==> src/rtl/seq_loop_profiler.sv <==
// Loop profiler: watches a one-hot accelerator FSM state and emits per-iteration
// latency records and a per-loop summary through a small show-ahead FIFO.
module seq_loop_profiler #(
  parameter int STATE_W    = 32,
  parameter int CNT_W      = 32,
  parameter int FIFO_DEPTH = 4
) (
  input  logic               ap_clk,
  input  logic               ap_rst_n,
  input  logic               clear,
  input  logic [STATE_W-1:0] cur_state,
  input  logic [STATE_W-1:0] hdr_mask,
  input  logic [STATE_W-1:0] post_mask,
  output logic               rec_valid,
  input  logic               rec_ready,
  output logic               rec_kind,
  output logic [CNT_W-1:0]   rec_index,
  output logic [CNT_W-1:0]   rec_cycles,
  output logic               rec_sat,
  output logic               busy,
  output logic               overflow,
  output logic [15:0]        drop_cnt
);

  localparam int PTR_W = (FIFO_DEPTH > 1) ? $clog2(FIFO_DEPTH) : 1;
  localparam int REC_W = 2 * CNT_W + 2;

  typedef enum logic {IDLE, ACTIVE} state_t;

  state_t             state_reg, state_next;
  logic               soft_rst;
  logic               hdr_hit, post_hit, hdr_entry;
  logic               hdr_hit_q_reg;
  logic [CNT_W-1:0]   idx_reg, lat_reg, total_reg;
  logic               sat_reg;
  logic               push, push_kind;
  logic [REC_W-1:0]   push_word;

  logic [REC_W-1:0]   mem [FIFO_DEPTH];
  logic [PTR_W-1:0]   wr_ptr_reg, rd_ptr_reg;
  logic [PTR_W:0]     count_reg;
  logic               full, pop, do_push, drop;
  logic [REC_W-1:0]   head_word;

  function automatic logic [CNT_W-1:0] sat_inc(input logic [CNT_W-1:0] v);
    return (&v) ? v : v + CNT_W'(1);
  endfunction

  assign soft_rst  = ~ap_rst_n | clear;
  assign hdr_hit   = |(cur_state & hdr_mask);
  assign post_hit  = |(cur_state & post_mask);
  assign hdr_entry = hdr_hit & ~hdr_hit_q_reg;

  // Edge detector keeps tracking through a soft clear so a held header is not re-counted.
  always_ff @(posedge ap_clk) begin
    if (!ap_rst_n) hdr_hit_q_reg <= 1'b0;
    else           hdr_hit_q_reg <= hdr_hit;
  end

  always_ff @(posedge ap_clk) begin
    if (soft_rst) state_reg <= IDLE;
    else          state_reg <= state_next;
  end

  always_comb begin
    state_next = state_reg;
    case (state_reg)
      IDLE:    if (hdr_entry) state_next = ACTIVE;
      ACTIVE:  if (post_hit)  state_next = IDLE;
      default: state_next = IDLE;
    endcase
  end

  // Exit wins over a coincident header entry.
  always_comb begin
    busy      = (state_reg == ACTIVE);
    push      = 1'b0;
    push_kind = 1'b0;
    if (state_reg == ACTIVE) begin
      if (post_hit) begin
        push      = 1'b1;
        push_kind = 1'b1;
      end else if (hdr_entry) begin
        push = 1'b1;
      end
    end
  end

  assign push_word = {push_kind, idx_reg, (push_kind ? total_reg : lat_reg), sat_reg};

  always_ff @(posedge ap_clk) begin
    if (soft_rst) begin
      idx_reg   <= '0;
      lat_reg   <= '0;
      total_reg <= '0;
      sat_reg   <= 1'b0;
    end else if (state_reg == IDLE) begin
      if (hdr_entry) begin
        idx_reg   <= '0;
        lat_reg   <= CNT_W'(1);
        total_reg <= CNT_W'(1);
        sat_reg   <= 1'b0;
      end
    end else if (!post_hit) begin
      total_reg <= sat_inc(total_reg);
      if (hdr_entry) begin
        idx_reg <= sat_inc(idx_reg);
        lat_reg <= CNT_W'(1);
        sat_reg <= sat_reg | (&idx_reg) | (&total_reg);
      end else begin
        lat_reg <= sat_inc(lat_reg);
        sat_reg <= sat_reg | (&lat_reg) | (&total_reg);
      end
    end
  end

  // Record FIFO: a full FIFO still accepts a push when the head is popped in the same cycle.
  assign full    = (count_reg == (PTR_W+1)'(FIFO_DEPTH));
  assign pop     = rec_valid & rec_ready;
  assign do_push = push & (~full | pop);
  assign drop    = push & full & ~pop;

  always_ff @(posedge ap_clk) begin
    if (do_push) mem[wr_ptr_reg] <= push_word;
  end

  always_ff @(posedge ap_clk) begin
    if (soft_rst) begin
      wr_ptr_reg <= '0;
      rd_ptr_reg <= '0;
      count_reg  <= '0;
    end else begin
      if (do_push) wr_ptr_reg <= wr_ptr_reg + PTR_W'(1);
      if (pop)     rd_ptr_reg <= rd_ptr_reg + PTR_W'(1);
      case ({do_push, pop})
        2'b10:   count_reg <= count_reg + (PTR_W+1)'(1);
        2'b01:   count_reg <= count_reg - (PTR_W+1)'(1);
        default: count_reg <= count_reg;
      endcase
    end
  end

  always_ff @(posedge ap_clk) begin
    if (soft_rst) begin
      overflow <= 1'b0;
      drop_cnt <= '0;
    end else if (drop) begin
      overflow <= 1'b1;
      if (drop_cnt != 16'hFFFF) drop_cnt <= drop_cnt + 16'd1;
    end
  end

  // Outputs read as zero whenever nothing is queued.
  assign rec_valid  = (count_reg != '0);
  assign head_word  = rec_valid ? mem[rd_ptr_reg] : '0;
  assign rec_kind   = head_word[REC_W-1];
  assign rec_index  = head_word[REC_W-2 -: CNT_W];
  assign rec_cycles = head_word[CNT_W -: CNT_W];
  assign rec_sat    = head_word[0];

endmodule
==> config.mk <==
export PLATFORM = sky130hd
export DESIGN_NAME = seq_loop_profiler
export DESIGN_NICKNAME = d
export VERILOG_FILES = /design/src/rtl/seq_loop_profiler.sv
export SDC_FILE = /design/constraint.sdc
export NUM_CORES = 1
export LEC_CHECK = 0
export ABC_AREA = 1
export CORE_ASPECT_RATIO = 0.9
export CORE_MARGIN = 5
export CORE_UTILIZATION = 32
export DETAILED_ROUTE_END_ITERATION = 8
export PLACE_DENSITY = 0.59
export SETUP_SLACK_MARGIN = 0.05
export SLEW_MARGIN = 25
export SYNTH_ARGS = -nofsm -noshare
export SYNTH_HDL_FRONTEND = slang
export SYNTH_SLANG_ARGS = --single-unit
==> constraint.sdc <==
create_clock -name ap_clk -period 6.2 [get_ports ap_clk]
set_clock_uncertainty 0.15 [all_clocks]
set_input_delay 1.24 -clock ap_clk [delete_from_list [all_inputs] [get_ports ap_clk]]
set_output_delay 1.24 -clock ap_clk [all_outputs]
set_load 0.02 [all_outputs]
==> results of run 1 <==
## kinds of logic after synthesis
| family | count (synthesis) | synth area share (%) |
|---|---|---|
| AO/OA/AOI/OAI | 358 | 9.91 |
| XOR/XNOR | 76 | 3.52 |
| adder cells (fa/ha/maj) | 9 | 0.635 |
| buffers and inverters | 213 | 4.46 |
| flip-flops | 389 | 55.2 |
| AND/OR/NAND/NOR | 1190 | 26.3 |
## critical path, cell delays in order (launching register included)
cell and delay [ns]:
sky130_fd_sc_hd__dfxtp_4 0.69, sky130_fd_sc_hd__buf_4 0.53, sky130_fd_sc_hd__buf_12 0.31, sky130_fd_sc_hd__nor2_1 0.08, sky130_fd_sc_hd__nor2_1 0.08, sky130_fd_sc_hd__o21ai_0 0.09
sky130_fd_sc_hd__a21oi_1 0.41, sky130_fd_sc_hd__clkdlybuf4s50_1 0.70
## per-layer routing
layer  vias up  routed length (um)  global-route usage [%]
met1      7478               24600                    22.9
li1       7820                   -                       -
met2       513               25400                    27.4
met4         2                1710                    5.83
met5         -                  12                       0
met3        91                3700                    2.82
## stage by stage
stage          hold WS (ns)  cell area, um^2  setup slack [ns]
2_1_floorplan         0.290            18900             0.763
4_1_cts               0.315            23000              1.10
3_5_place_dp          0.306            21500              1.49
3_3_place_gp          0.301            21500              1.53
6_report              0.313            23000              1.30
5_1_grt               0.348            23000              1.04
## Yosys cell counts, types with 2 or more instances
cell                       count
sky130_fd_sc_hd__a21oi_1     161
sky130_fd_sc_hd__a21oi_2      16
sky130_fd_sc_hd__a31oi_1       3
sky130_fd_sc_hd__buf_1         9
sky130_fd_sc_hd__buf_2        11
sky130_fd_sc_hd__buf_6         4
sky130_fd_sc_hd__clkbuf_1     83
sky130_fd_sc_hd__dfxtp_1     125
sky130_fd_sc_hd__edfxtp_1    264
sky130_fd_sc_hd__ha_1          8
sky130_fd_sc_hd__inv_1       100
sky130_fd_sc_hd__inv_2         5
sky130_fd_sc_hd__nand2_1     440
sky130_fd_sc_hd__nand2_2      13
sky130_fd_sc_hd__nand3_1     130
sky130_fd_sc_hd__nand3_2       3
sky130_fd_sc_hd__nand3b_1      3
sky130_fd_sc_hd__nand4_1      34
sky130_fd_sc_hd__nor2_1      478
sky130_fd_sc_hd__nor2_4        3
sky130_fd_sc_hd__nor3_1       68
sky130_fd_sc_hd__nor3_2        3
sky130_fd_sc_hd__nor3b_1       6
sky130_fd_sc_hd__nor4_1        2
sky130_fd_sc_hd__o21a_1        2
sky130_fd_sc_hd__o21ai_0     170
sky130_fd_sc_hd__o21bai_1      3
sky130_fd_sc_hd__xnor2_1      26
sky130_fd_sc_hd__xor2_1       50
## final cells by class
| type | instances | area share, % |
|---|---|---|
| Antenna cell | 1 | 0.0109 |
| Clock buffer | 58 | 5.19 |
| Clock inverter | 24 | 0.963 |
| Inverter | 106 | 1.74 |
| Multi-Input combinational cell | 1633 | 33.4 |
| Sequential cell | 389 | 45.4 |
| Tap cell | 774 | 4.21 |
| Timing Repair Buffer | 208 | 9.12 |
## cells in the final DEF, fill, tap and decap left out, types with 44 or more instances in the layout
| master | synthesis | layout |
|---|---|---|
| sky130_fd_sc_hd__a21oi_1 | 161 | 161 |
| sky130_fd_sc_hd__clkbuf_16 | 0 | 44 |
| sky130_fd_sc_hd__clkdlybuf4s50_1 | 0 | 184 |
| sky130_fd_sc_hd__dfxtp_1 | 125 | 123 |
| sky130_fd_sc_hd__edfxtp_1 | 264 | 264 |
| sky130_fd_sc_hd__inv_1 | 100 | 96 |
| sky130_fd_sc_hd__nand2_1 | 440 | 440 |
| sky130_fd_sc_hd__nand3_1 | 130 | 130 |
| sky130_fd_sc_hd__nor2_1 | 478 | 474 |
| sky130_fd_sc_hd__nor3_1 | 68 | 68 |
| sky130_fd_sc_hd__o21ai_0 | 170 | 170 |
| sky130_fd_sc_hd__xor2_1 | 50 | 50 |
## worst min path at each step
stage	slack, ns	cells past startpoint	end
floorplan	0.29	2	total_reg[9]$_SDFFE_PP0P_
global placement	0.30	2	total_reg[9]$_SDFFE_PP0P_
detailed placement	0.31	1	overflow$_SDFFE_PP0P_
CTS	0.32	2	total_reg[9]$_SDFFE_PP0P_
global route	0.35	1	overflow$_SDFFE_PP0P_
finish	0.31	2	total_reg[9]$_SDFFE_PP0P_
## power groups by stage
| stage | Sequential, uW | Combinational (uW) | Clock (uW) |
|---|---|---|---|
| 2_1_floorplan | 2820 | 145 | 0 |
| 3_3_place_gp | 2820 | 290 | 0 |
| 3_5_place_dp | 2830 | 292 | 0 |
| 4_1_cts | 2770 | 293 | 2600 |
| 5_1_grt | 2770 | 316 | 2710 |
| 6_report | 2770 | 290 | 2530 |
==> results.md, run 1 <==
Worst setup path:
- Data arrives at the worst endpoint at 3.51 ns.
- The worst register-to-register path ends at mem[3][43]$_DFFE_PP_.
- The setup slack of the most critical reg-to-reg path is 2.88 ns.
- By startpoint and endpoint, the worst setup path is classified as flop to output port.
- Along the worst path, the maximum fanout reaches 51.
- The kind of end point of the critical path is an output port.
- The nature of the critical path startpoint is a flop.
- Following the worst setup path forward leads to its endpoint at rec_cycles[3].
- The number of cells on the worst reg-to-reg path is 9.
- At the worst endpoint, the required time is 4.81 ns.
- The startpoint of the most critical register-to-register path is count_reg[0]$_SDFFE_PP0P_.

Power and ir drop:
- The final total power is 5590 uW.
- Of the total power, registers draw 49.5%.
- The net switching power is around 1300 uW.
- The combinational fraction of design power is under 10%.
- The cell-internal power is 4330 uW.
- For this design the static power due to leakage is roughly 0.0074 uW.
- Net switching is 22.5% of the power.
- Across the VDD grid, the largest voltage drop is 0.171 mV.
- The clock network fraction of design power is between 40% and 50%.
- For this design the ratio of total power to cell area is roughly 240 mW/mm^2.

Clocking:
- The clock passes through at most 3 buffers.
- The setup fix buffers added after clock tree synthesis is 0.
- The CTS tree is yes.
- For the worst-skew pair, the clock arrives at the later sink with an insertion delay of slightly below 0.6 ns.
- In this run, post-CTS hold repair placed 0 buffers.
- The CTS H-tree depth is 2.
- After clock tree synthesis, the clock-pin slew on the worst setup and hold paths is approximately 0.07 ns.
- The total clock buffers created by CTS is 44.
- The library cell used as clock root buffer is sky130_fd_sc_hd__clkbuf_16.
- The number of clock sinks seen by CTS is just under 400.
- After clock tree synthesis, the repair step resized 0 gates.

Hold path:
- The min-delay analysis places its worst path in the category flop to flop.
- The worst hold path begins at total_reg[9]$_SDFFE_PP0P_.

STA:
- The sum of negative setup slack is 0 ns.
- Of the available clock period, the critical path in the final layout requires between 70% and 80%.
- Derived from the worst setup path, the maximum achievable clock frequency is just over 200 MHz.
- The number of max-slew violations in the final report is 0.
- The worst-case headroom to the max-slew limit is approximately 33%.
- Setup violations remaining at the end of the flow were counted as 0.
- For the pin with the worst max-slew slack, the measured transition is between 0.9 and 1 ns.
- The final hold violation count was 0.
- Setup repair after global routing left no endpoint under its margin.
- The post-route minimum period is roughly 5 ns.

Floorplanning:
- The starting utilization of the core area is between 30% and 40%.
- The die boundary width is 266 um.
- For this design the top-level I/O count stands at 185.
- The die covers 0.0641 mm^2.
- The die is 241 um tall.
- The number of core rows is 84.
- After floorplanning, the core was sized to cover roughly 0.058 mm^2.

Global routing:
- Entering global routing, the biggest net connects 91 pins.
- The first global-routing pass estimated approximately 86 mm of wire.
- The number of antenna violations at the first check in global routing is 2.
- Global routing used between 15 and 20% of the available tracks.
- The total grt overflow is 0.
- The via count of the first global-routing pass was between 15000 and 20000.

Synthesis:
- The count of state elements after synthesis is 389.
- By area the synthesized netlist is led by sky130_fd_sc_hd__edfxtp_1 (42%), sky130_fd_sc_hd__dfxtp_1 (13%), sky130_fd_sc_hd__nor2_1 (9.5%).
- After synthesis, flip-flops and latches occupy between 50% and 60% of the total area.
- The flip-flop cell with the highest count after synthesis is sky130_fd_sc_hd__edfxtp_1.
- Of the post-synthesis cell area, the dominant cell type holds 41.9%.
- The number of enable-type register cells in the synthesized netlist is about 260.
- The share of async-settable or async-resettable flops after synthesis is 0%.
- After technology mapping, the gate count stands at 2235.
- The Yosys warning count is 0.
- The top cell type by total area after synthesis is sky130_fd_sc_hd__edfxtp_1.
- Summing every instance area after synthesis gives approximately 0.019 mm^2.
- The number of distinct library cells after synthesis is 41.
- The average cell area after synthesis is 8.46 um^2.
- When the netlist entered floorplanning its net count stood at 2344.

Final layout:
- The area of the multi-input gates is around 0.0077 mm^2.
- The total of fill cells in the finished design is approximately 5800.
- The register with the most flip-flops in the final layout is mem.
- The post-route netlist has ~6.2% of its cells at a drive strength greater than 1.
- Measured on the finished design, the core utilization comes to just under 40%.
- The number of standard cells in the final layout excluding fillers is ~3200.
- Compared with the post-synthesis result, the final layout area differs by 21.6%.
- After the last flow step, the layout net total stands at ~2500.
- The register with the most flip-flops in the layout has between 200 and 300 of them.
- The area taken by flip-flops and latches is between 0.01 and 0.015 mm^2.

Routing:
- The iteration count of the initial detailed-routing pass is 5.
- In the final routed layout, each cell accounts on average for 17.3 um.
- The detail-routed via count per cell is 4.98.
- The count of nets left with antenna violations after detail routing is 0.
- The total length of routed wires is 55.4 mm.
- The first routing iteration left slightly above 1000 violations.
- In the routed design, unresolved DRC markers number 0.
- Summing over every cut layer, the via total after detailed routing is 15904.

Job:
- The max-capacitance violation count is 0.

Placed design:
- Detailed placement finished with a half-perimeter wire length of approximately 37 mm.
- The global placement routability congestion is roughly 0.9.
- The count of buffers added on input and output ports is around 180.
- The number of placed instances, taps included, is approximately 3100.

Status:
- The run finished with clean final reports.
No activity file was read; power rests on OpenSTA's default activity.
==> run 2, diff against run 1 <==
--- a/config.mk
+++ b/config.mk
@@ -10,7 +10,7 @@
 export CORE_MARGIN = 5
 export CORE_UTILIZATION = 32
 export DETAILED_ROUTE_END_ITERATION = 8
-export PLACE_DENSITY = 0.59
+export PLACE_DENSITY = 0.61
 export SETUP_SLACK_MARGIN = 0.05
 export SLEW_MARGIN = 25
 export SYNTH_ARGS = -nofsm -noshare
==> constraint.sdc (replaced) <==
create_clock -name ap_clk -period 4.3 [get_ports ap_clk]
set_clock_uncertainty 0.15 [all_clocks]
set_input_delay 0.86 -clock ap_clk [delete_from_list [all_inputs] [get_ports ap_clk]]
set_output_delay 0.86 -clock ap_clk [all_outputs]
set_load 0.02 [all_outputs]
==> run 2 against run 1 <==
- cell count rose by 0.63%
- utilization rose by 0.59 points
- count of clock-buffer cells in the layout rose by 2
- flip-flop and latch count did not move
- first-iteration DRC count rose by 25%
- combinational power rose by 48%
- via count rose by 0.99%
- wire length rose by 1.1%
- critical endpoint is now rec_cycles[0]
- largest cell class unchanged
==> results.md, run 2 (synthesized netlist as in run 1, its figures left out) <==
Final layout:
- Relative to the synthesized area, the layout overhead comes to 23.4%.
- The register with the highest flop count is mem.
- The number of flip-flops in the largest register is ~260.
- Summing all non-filler instances in the final layout gives an area of 0.0233 mm^2.
- The count of inserted antenna diode cells is 0.
- In the final layout, the share of cells above drive strength 1 is between 7 and 8%.
- The leading cell type in the layout, fill and taps excluded is sky130_fd_sc_hd__nor2_1.
- In the layout the commonest cells are sky130_fd_sc_hd__nor2_1 (473), sky130_fd_sc_hd__nand2_1 (440), sky130_fd_sc_hd__edfxtp_1 (264).
- For this run, the post-layout net count is 2512.
- The number of standard cells in the final layout excluding fillers is roughly 3200.

Worst setup path:
- The required time at the endpoint of the critical path is ~3.3 ns.
- STA classifies the critical path endpoint as an output port.
- The critical path class is flop to output port.
- Data on the critical path arrives at its endpoint at slightly below 3 ns.
- Of all nets on the critical path, the largest fanout is slightly above 90.
- The nature of the critical path startpoint is a flop.

Placed design:
- The global placement routability congestion is just under 1.
- The placed instance area is approximately 0.022 mm^2.
- The instance count after placement with tap cells included is 3130.
- The number of buffers added on ports is 184.
- The wire-length estimate of the detail-placed layout is 38.4 mm.

STA:
- The sum of negative setup slack is 0 ns.
- The number of failing setup endpoints in the final timing report is 0.
- The final cycle utilization of the critical path is 91.6%.
- The final hold violation count is 0.
- The smallest clock period supported by the final layout is computed as slightly below 4 ns.
- The worst pin sits at a relative slew slack of 42.9%.
- The transition time at the pin with the least slew margin is 0.848 ns.
- Setup repair after global routing left no endpoint under its margin.
- Static timing analysis puts the maximum clock frequency at 254 MHz.
- The number of max-slew violations in the final report is 0.
- The worst hold slack is 0.320 ns.

Routing:
- The routed layout has ~16000 vias.
- In the routed layout, each cell is associated on average with a via count of 5.00.
- After detailed routing, the number of remaining DRC violations is 0.
- The total length of routed wires is about 56 mm.
- In this run the remaining antenna-violating nets after routing total 0.
- For this block, the initial DRC count from the detailed router was around 1300.
- In the final routed layout, each cell accounts on average for 17.4 um.
- The iteration count of the initial detailed-routing pass is 6.

Power and ir drop:
- Summed over all cells, the static leakage comes to 0.00768 uW.
- The power per unit of standard cell area is approximately 360 mW/mm^2.
- The maximum VDD drop is 0.257 mV.
- The final total power is roughly 8400 uW.

Global routing:
- The first global-routing pass estimated just under 90 mm of wire.
- The number of antenna violations at the first check in global routing is 0.
- Entering global routing, the biggest net connects 93 pins.
- The total track usage is ~17%.
- After global routing the overflow that remains totals 0.
- The via count of the first global-routing pass is ~15000.

Clocking:
- The CTS tree is yes.
- The library cell used as clock root buffer is sky130_fd_sc_hd__clkbuf_16.
- TritonCTS created 44 clock buffers.
- The CTS H-tree depth is 2.
- The clock passes through at most 3 buffers.
- Clock latency on the worst-skew pair, taken at its later pin, is 0.57 ns.
- The clock-pin transition on the worst setup and hold timing paths is roughly 0.06 ns.
- The number of clock sinks seen by CTS is 389.

Job:
- The max-capacitance violation count is 0.

Floorplanning:
- The region available for standard cell placement spans ~0.06 mm^2.
- The number of core rows is 84.
- The starting utilization of the core area is 32.4%.
- The floorplan step defined a die boundary enclosing ~0.064 mm^2.
- The die boundary width is about 270 um.
- During I/O placement, the number of pins put on the boundary was approximately 190.
- The die height is around 240 um.

Status:
- The flow ran to the end, and the final reports show no timing, DRC or antenna violations.

Hold path:
- The worst hold path belongs to the class flop to flop.
==> run 2: changes by cell type in the layout (fill, tap and decap cells not counted), sizes merged <==
cell	previous run	this run
buf	24	45
diode	1	0
clkinv	14	12
clkbuf	58	60
clkinvlp	6	1
bufinv	2	7
==> run 2: timing repair <==
item	4_1_cts	5_1_grt
buffers inserted	0	1
hold buffers	0	0
endpoints found under the setup margin	39	4
resized for setup	2	0
==> run 2: worst paths after layout <==
path | start | to | slack [ns] | cells past startpoint
worst max-delay path | flop | rec_cycles[0] | 0.36 | 5
worst min-delay path | total_reg[9]$_SDFFE_PP0P_ | total_reg[9]$_SDFFE_PP0P_ | 0.32 | 2
worst max register to register | lat_reg[0]$_SDFFE_PP0P_ | lat_reg[3]$_SDFFE_PP0P_ | 1.23 | 12
worst min register to register | total_reg[9]$_SDFFE_PP0P_ | total_reg[9]$_SDFFE_PP0P_ | 0.32 | 2
==> run 2: final cells by class <==
type	instances	area [um^2]
clock buffer	60	1270
clock inverter	22	303
fill	5790	35100
inverter	106	402
multi-input combinational	1633	7670
sequential	389	10400
tap	774	968
timing repair buffer	229	2280
==> run 2: critical path: stages (launching register included) <==
cell	delay, ns
sky130_fd_sc_hd__dfxtp_4	0.49
sky130_fd_sc_hd__inv_2	0.14
sky130_fd_sc_hd__buf_12	0.29
sky130_fd_sc_hd__o21ai_0	0.15
sky130_fd_sc_hd__a21oi_1	0.49
sky130_fd_sc_hd__clkdlybuf4s50_1	0.74
==> run 2: power breakdown <==
part           switching, uW  leakage [uW]  internal (uW)  total, uW
logic                    255       0.00318            173        428
registers               12.1       0.00372           3980       3990
clock network           1520      0.000779           2500       4020
==> run 2: through the flow <==
step                utilization [%]  setup WS [ns]
detailed placement             37.2          0.435
floorplan                         -         -0.757
global placement               37.2          0.425
CTS                            39.9         0.0659
finish                         39.9          0.360
global route                   39.9          0.163
==> run 2: layer usage <==
metal	vias up	share of wire, %	GRT usage, %
met5	-	0	0
met4	0	2.7	5.13
met3	95	7.3	3.76
met2	576	45	26.9
met1	7548	45	23.4
li1	7843	-	-
==> run 3, diff against run 2 <==
--- a/config.mk
+++ b/config.mk
@@ -10,8 +10,7 @@
 export CORE_MARGIN = 5
 export CORE_UTILIZATION = 32
 export DETAILED_ROUTE_END_ITERATION = 8
-export PLACE_DENSITY = 0.61
-export SETUP_SLACK_MARGIN = 0.05
+export SETUP_SLACK_MARGIN = 0.3
 export SLEW_MARGIN = 25
 export SYNTH_ARGS = -nofsm -noshare
 export SYNTH_HDL_FRONTEND = slang
==> run 3 against run 2 <==
- setup slack better by 0.097 ns
- utilization is 0.26 points lower
- fmax is 2.5% higher
- wire length is 3.4% higher
- power is 4.5% lower
- sequential power hardly changed
- critical path depth is 1 higher
- design area is 0.64% lower
- via count is 0.17% higher
- clock power is 9.5% lower
- largest power group is now sequential cells
- critical endpoint is now rec_cycles[24]
==> results.md, run 3 (synthesized netlist as in run 1, its figures left out) <==
Final layout:
- Across the whole layout, storage elements account for around 0.010 mm^2.
- The core occupancy in the finished layout is around two fifths.
- The total of fill cells in the finished design is 5844.
- Leaving out fill and tap cells, the most frequent cells in the layout are sky130_fd_sc_hd__nor2_1 (473), sky130_fd_sc_hd__nand2_1 (440), sky130_fd_sc_hd__edfxtp_1 (264).
- The leading cell type in the layout, fill and taps excluded is sky130_fd_sc_hd__nor2_1.
- The fraction of layout cells with a size suffix above 1 is between 6 and 7%.
- mem holds more flip-flops than any other register.
- The final layout contains 2510 nets.
- The count of inserted antenna diode cells is 0.
- In the final layout, the multi-input gates occupy 0.00767 mm^2.
- The number of flip-flops in the largest register is 264.
- The layout-stage area growth over the synthesis result is 22.6%.

Clocking:
- The clock latency on the worst-skew pair is approximately 0.58 ns.
- The number of buffers inserted for hold repair after clock tree synthesis is 0.
- Clock tree synthesis selected as its root buffer the cell sky130_fd_sc_hd__clkbuf_16.
- The total clock buffers created by CTS is 42.
- TritonCTS built the clock tree.
- CTS built an H-tree with a depth of 2.
- The number of clock sinks seen by CTS is between 300 and 400.
- Counting along the longest clock path gives a buffer depth of 3.
- The clock-pin transition on the worst setup and hold timing paths is 0.06 ns.

Routing:
- The number of DRC markers after the initial detailed-route iteration is ~1100.
- The iteration count of the initial detailed-routing pass is 5.
- The DRC violation count after routing is 0.
- The total length of routed wires is ~58 mm.
- The via count is 16090.
- In this run the remaining antenna-violating nets after routing total 0.
- Dividing the detail-routed wire length by the instance count gives 18.0 um.
- The detail-routed via count per cell is roughly 5.0.

Power and ir drop:
- Overall power consumption after layout is estimated at between 8000 and 9000 uW.
- The static power due to leakage is 0.00759 uW.
- For this design the ratio of total power to cell area is ~350 mW/mm^2.
- Across the VDD grid, the largest voltage drop is around 0.21 mV.

Floorplanning:
- The die boundary width is approximately 270 um.
- The die covers 0.0641 mm^2.
- roughly 190 I/O pins were placed.
- The initial utilization of the core area, before any placement, comes to around 32%.
- The number of core rows is 84.
- The area of the core is between 0.05 and 0.06 mm^2.
- In this run the vertical extent of the chip is 241 um.

Global routing:
- Across every metal layer, demand over resource in global routing totals between 15 and 20%.
- The number of antenna violations at the first check in global routing is 0.
- The first-pass GRT wire length is 89.2 mm.
- The total grt overflow is 0.
- The via count of the first global-routing pass came to between 15000 and 20000.
- Entering global routing, the biggest net connects 105 pins.

STA:
- The number of max-slew violations in the final report is 0.
- Timing would allow up to between 200 and 300 MHz.
- The number of failing setup endpoints in the final timing report is 0.
- The final hold violation count came to 0.
- The worst path in the final design needs a cycle of 3.84 ns, including I/O delays and setup.
- Setup repair after global routing left no endpoint under its margin.
- Dividing the final minimum period by the clock period gives 89.4%.
- The transition time at the pin with the least slew margin is 0.898 ns.
- The worst-case headroom to the max-slew limit is between 40% and 50%.

Worst setup path:
- Walking the worst path, the cells encountered are inv_4, buf_4, nor2_1, o21ai_0, a21oi_1, clkdlybuf4s50_1.
- The kind of end point of the critical path is an output port.
- The critical path class is flop to output port.
- The worst-path cell with the longest stage delay is sky130_fd_sc_hd__clkdlybuf4s50_1.
- The kind of cell with the highest combined delay along the critical path is buffers and inverters.
- The number of buffers and inverters on the critical path is 3.
- For the worst setup path, the data required time is 3.29 ns.
- The maximum fanout encountered on the critical timing path is 25.
- The worst setup path is launched from a flop.
- The data arrival time of the critical path is approximately 2.8 ns.
- The largest single stage delay on the critical path is a little under 0.7 ns.

Placed design:
- Routability-driven placement finished with a final weighted congestion of roughly 0.91.
- The detailed placement HPWL is 39.4 mm.
- Input and output buffers added on the ports amount to around 180.

Job:
- Across the run, the number of max-cap violations was 0.

Hold path:
- The path class of the tightest hold or removal check is flop to flop.

Status:
- The flow ran to the end, and the final reports show no timing, DRC or antenna violations.
[run 3: changes by cell type in the layout (fill, tap and decap cells not counted), sizes merged]
| cell | delta |
|---|---|
| bufinv | -4 |
| clkbuf | -2 |
| clkinvlp | +2 |
| buf | -1 |
| clkinv | +1 |
[run 3: worst reg2reg max path: stages (launching register included)]
cell and delay (ns):
sky130_fd_sc_hd__dfxtp_1 0.44, sky130_fd_sc_hd__ha_1 0.26, sky130_fd_sc_hd__nand2_2 0.09, sky130_fd_sc_hd__nor2_4 0.24, sky130_fd_sc_hd__nand3_2 0.24, sky130_fd_sc_hd__nor3_2 0.20, sky130_fd_sc_hd__nand3_2 0.12, sky130_fd_sc_hd__nor2_4 0.18
sky130_fd_sc_hd__nand3_4 0.27, sky130_fd_sc_hd__nand2_4 0.29, sky130_fd_sc_hd__buf_4 0.36, sky130_fd_sc_hd__nand2_1 0.10, sky130_fd_sc_hd__a21oi_1 0.15
[run 3: through the flow]
| stage | hold slack, ns | instance area [um^2] | setup slack (ns) | setup TNS, ns | std cells |
|---|---|---|---|---|---|
| 3_5_place_dp | 0.305 | 21700 | 0.424 | 0 | 3129 |
| 6_report | 0.314 | 23200 | 0.457 | 0 | 3209 |
| 3_3_place_gp | 0.301 | 21700 | 0.455 | 0 | 3129 |
| 5_1_grt | 0.329 | 23200 | 0.315 | 0 | 3209 |
| 4_1_cts | 0.314 | 23100 | 0.301 | 0 | 3208 |
| 2_1_floorplan | 0.290 | 18900 | -0.757 | -199.94 | 2235 |
[run 3: worst paths after layout]
kind                            cells after the start                      start                         to  slack [ns]
worst max-delay path                                6                       flop             rec_cycles[24]        0.46
worst min-delay path                                2  total_reg[9]$_SDFFE_PP0P_  total_reg[9]$_SDFFE_PP0P_        0.31
worst max register to register                     12    lat_reg[0]$_SDFFE_PP0P_   lat_reg[22]$_SDFFE_PP0P_        1.13
worst min register to register                      2  total_reg[9]$_SDFFE_PP0P_  total_reg[9]$_SDFFE_PP0P_        0.31
[run 3: layer usage]
metal | routed length [um] | track usage (%) | share of wire [%]
met1 | 26500 | 24.5 | 46
met2 | 26300 | 28.4 | 45
met3 | 3800 | 2.73 | 6.6
met5 | 0 | 0 | 0
met4 | 1350 | 4.98 | 2.3
[run 3: where the power goes]
| part | internal (uW) | leakage, uW | total, uW | switching, uW |
|---|---|---|---|---|
| Combinational | 175 | 0.00320 | 433 | 258 |
| Clock | 2120 | 0.000674 | 3640 | 1510 |
| Sequential | 3980 | 0.00372 | 3990 | 14.0 |
[run 3: timing repair]
action                                  CTS  global route
endpoints found under the setup margin   59            19
pin swaps                                 0             0
cloned                                    0             1
setup buffers                             1             0
resized for setup                         3             4
[run 3: area by class of cell]
cell class / instances / share of cell area [%]
clock buffer: 57 / 5.09
clock inverter: 21 / 0.907
inverter: 106 / 1.74
multi-input combinational: 1633 / 33.1
sequential: 389 / 45.0
tap: 774 / 4.18
timing repair buffer: 229 / 9.97
==> RTL change (config.mk and constraints of run 1) <==
`CNT_W`: 32 -> 16.
--- a/src/rtl/seq_loop_profiler.sv
+++ b/src/rtl/seq_loop_profiler.sv
@@ -3,5 +3,5 @@
 module seq_loop_profiler #(
   parameter int STATE_W    = 32,
-  parameter int CNT_W      = 32,
+  parameter int CNT_W      = 16,
   parameter int FIFO_DEPTH = 4
 ) (
Interface: changed (resized rec_cycles and rec_index); port bits go from 185 to 153. No check against the original RTL was run, so the function may have changed too.
==> RTL change against run 1 <==
Synthesized area decreased by 45%; utilization grew 1.4 points; register-to-register slack gained 0.17 ns; critical path depth is 3 lower; routed wire length decreased by 49%; design area decreased by 43%; sequential power decreased by 45%; total power decreased by 46%; sequential cell count shrank 176; via count is 46% lower; setup slack gained 0.11 ns; hold slack better by 0.012 ns; critical endpoint is now rec_sat.
==> RTL change: results (changes against run 1) <==
synth_xor_area_frac: 0.0287  # -0.00650
vias_per_cell: 4.85  # -2.6%
clk_latency_ns: 0.52  # -0.06 ns
synthArstFlopShare: 0  # unchanged
drive_gt1_frac: 0.0716  # +0.00919
synthesis.nets: 1323  # -44%
r2r_start: "count_reg[0]"
nNetsFinal: 1459  # -41%
hp-class: "reg2reg"
portBuffers: 152  # -17%
netlist_top_cells_area: "edfxtp_1 (39%), dfxtp_1 (15%), nand2_1 (9.0%)"
holdCritStartpoint: "overflow"
regMostFlops: "mem"
dp_hpwl_mm: 19.1  # -48%
numCtsBuffers: 24  # -45%
grt_pass1_wl_mm: 44.0  # -49%
ys_seq_area_frac: 0.542  # -0.00938
yosysWarnings: 0  # unchanged
synth_edf_count: 136  # -48%
clockBufferDepth: 3  # unchanged
synthMuxAreaShare: 0  # unchanged
htree_num_levels: 1  # -1
worstPathMaxFanout: 68  # +33%
report.final.setup_viol: 0  # unchanged
antenna_found_initial: 0  # -2
postCtsSetupBuffers: 0  # unchanged
netlist_top_cells_count: "nand2_1 (250), nor2_1 (222), edfxtp_1 (136)"
post_drt_wl_per_cell_um: 15.8  # -9.0%
grt_max_degree: 69  # -24%
reg2reg_slack_ns: 3.05  # +0.17 ns
leakage_nw: 4.35  # -42%
synth-compound-area-share: 0.104  # +0.00496
ctsResizeCount: 0  # unchanged
grt_pass1_vias: 8134  # -47%
peakVddDrop_mv: 0.219  # +28%
root_buffer: "clkbuf_16"
clk_pin_slew_ns: 0.05  # -0.02 ns
cp-start-kind: "flip-flop"
fillers: 3210  # -45%
n_antenna_cell: 0  # -1
initialDrtViolationCount: 509  # -51%
place_congestion: 0.852  # -5.6%
tightest_slew_ns: 0.922  # -0.0742 ns
cap_violations: 0  # unchanged
endpoint_kind: "output port"
synthDistinctLibCells: 43  # +4.9%
dr.pass1.iters: 5  # unchanged
largest_reg_flops: 136  # -48%
grtUsageTotal: 0.151  # -0.0172
synth_adder_area_share: 0.0116  # +0.00523
run_status: "complete, no violations"
-- RTL change: cell type report --
cell class | instances | area [um^2] | area share
Clock inverter | 13 | 76.3 | 0.00586
Timing Repair Buffer | 161 | 1630 | 0.125
Inverter | 80 | 304 | 0.0233
Clock buffer | 31 | 647 | 0.0497
Multi-Input combinational cell | 870 | 4220 | 0.324
Sequential cell | 213 | 5630 | 0.432
Tap cell | 416 | 520 | 0.0400
-- RTL change: stage by stage --
stage               std cells  setup WS [ns]   util  hold WS, ns  cell area, um^2
floorplan                1214           2.21      -        0.286            10400
global placement         1738           1.93  0.383        0.300            12200
detailed placement       1740           1.88  0.385        0.314            12300
CTS                      1784           1.60  0.407        0.323            13000
global route             1784           1.05  0.408        0.348            13000
finish                   1784           1.40  0.408        0.325            13000
-- RTL change: final timing paths --
| path | endpoint | depth (start not counted) |
|---|---|---|
| setup / recovery | rec_sat | 4 |
| hold / removal | overflow | 1 |
| setup reg to reg | drop_cnt[5] | 10 |
| hold reg to reg | overflow | 1 |
-- RTL change: per-layer routing --
layer | track usage | routed length [um] | vias to the layer above
met1 | 0.213 | 12900 | 3968
met5 | 0 | 0 | -
met2 | 0.234 | 12400 | 299
met4 | 0.0405 | 699 | 0
li1 | - | - | 4345
met3 | 0.0352 | 2160 | 45
-- RTL change: power breakdown --
part / switching [W] / leakage (nW) / internal [W]
Combinational: 0.000112 / 2.10 / 0.0000946
Sequential: 0.00000823 / 1.89 / 0.00151
Clock: 0.000556 / 0.353 / 0.000736
-- RTL change: critical path, cell delays in order, from the launching register on --
cell             delay, ns
dfxtp_2               0.80
clkinv_2              0.88
o21ai_0               0.41
a21oi_1               0.17
clkdlybuf4s50_1       0.60
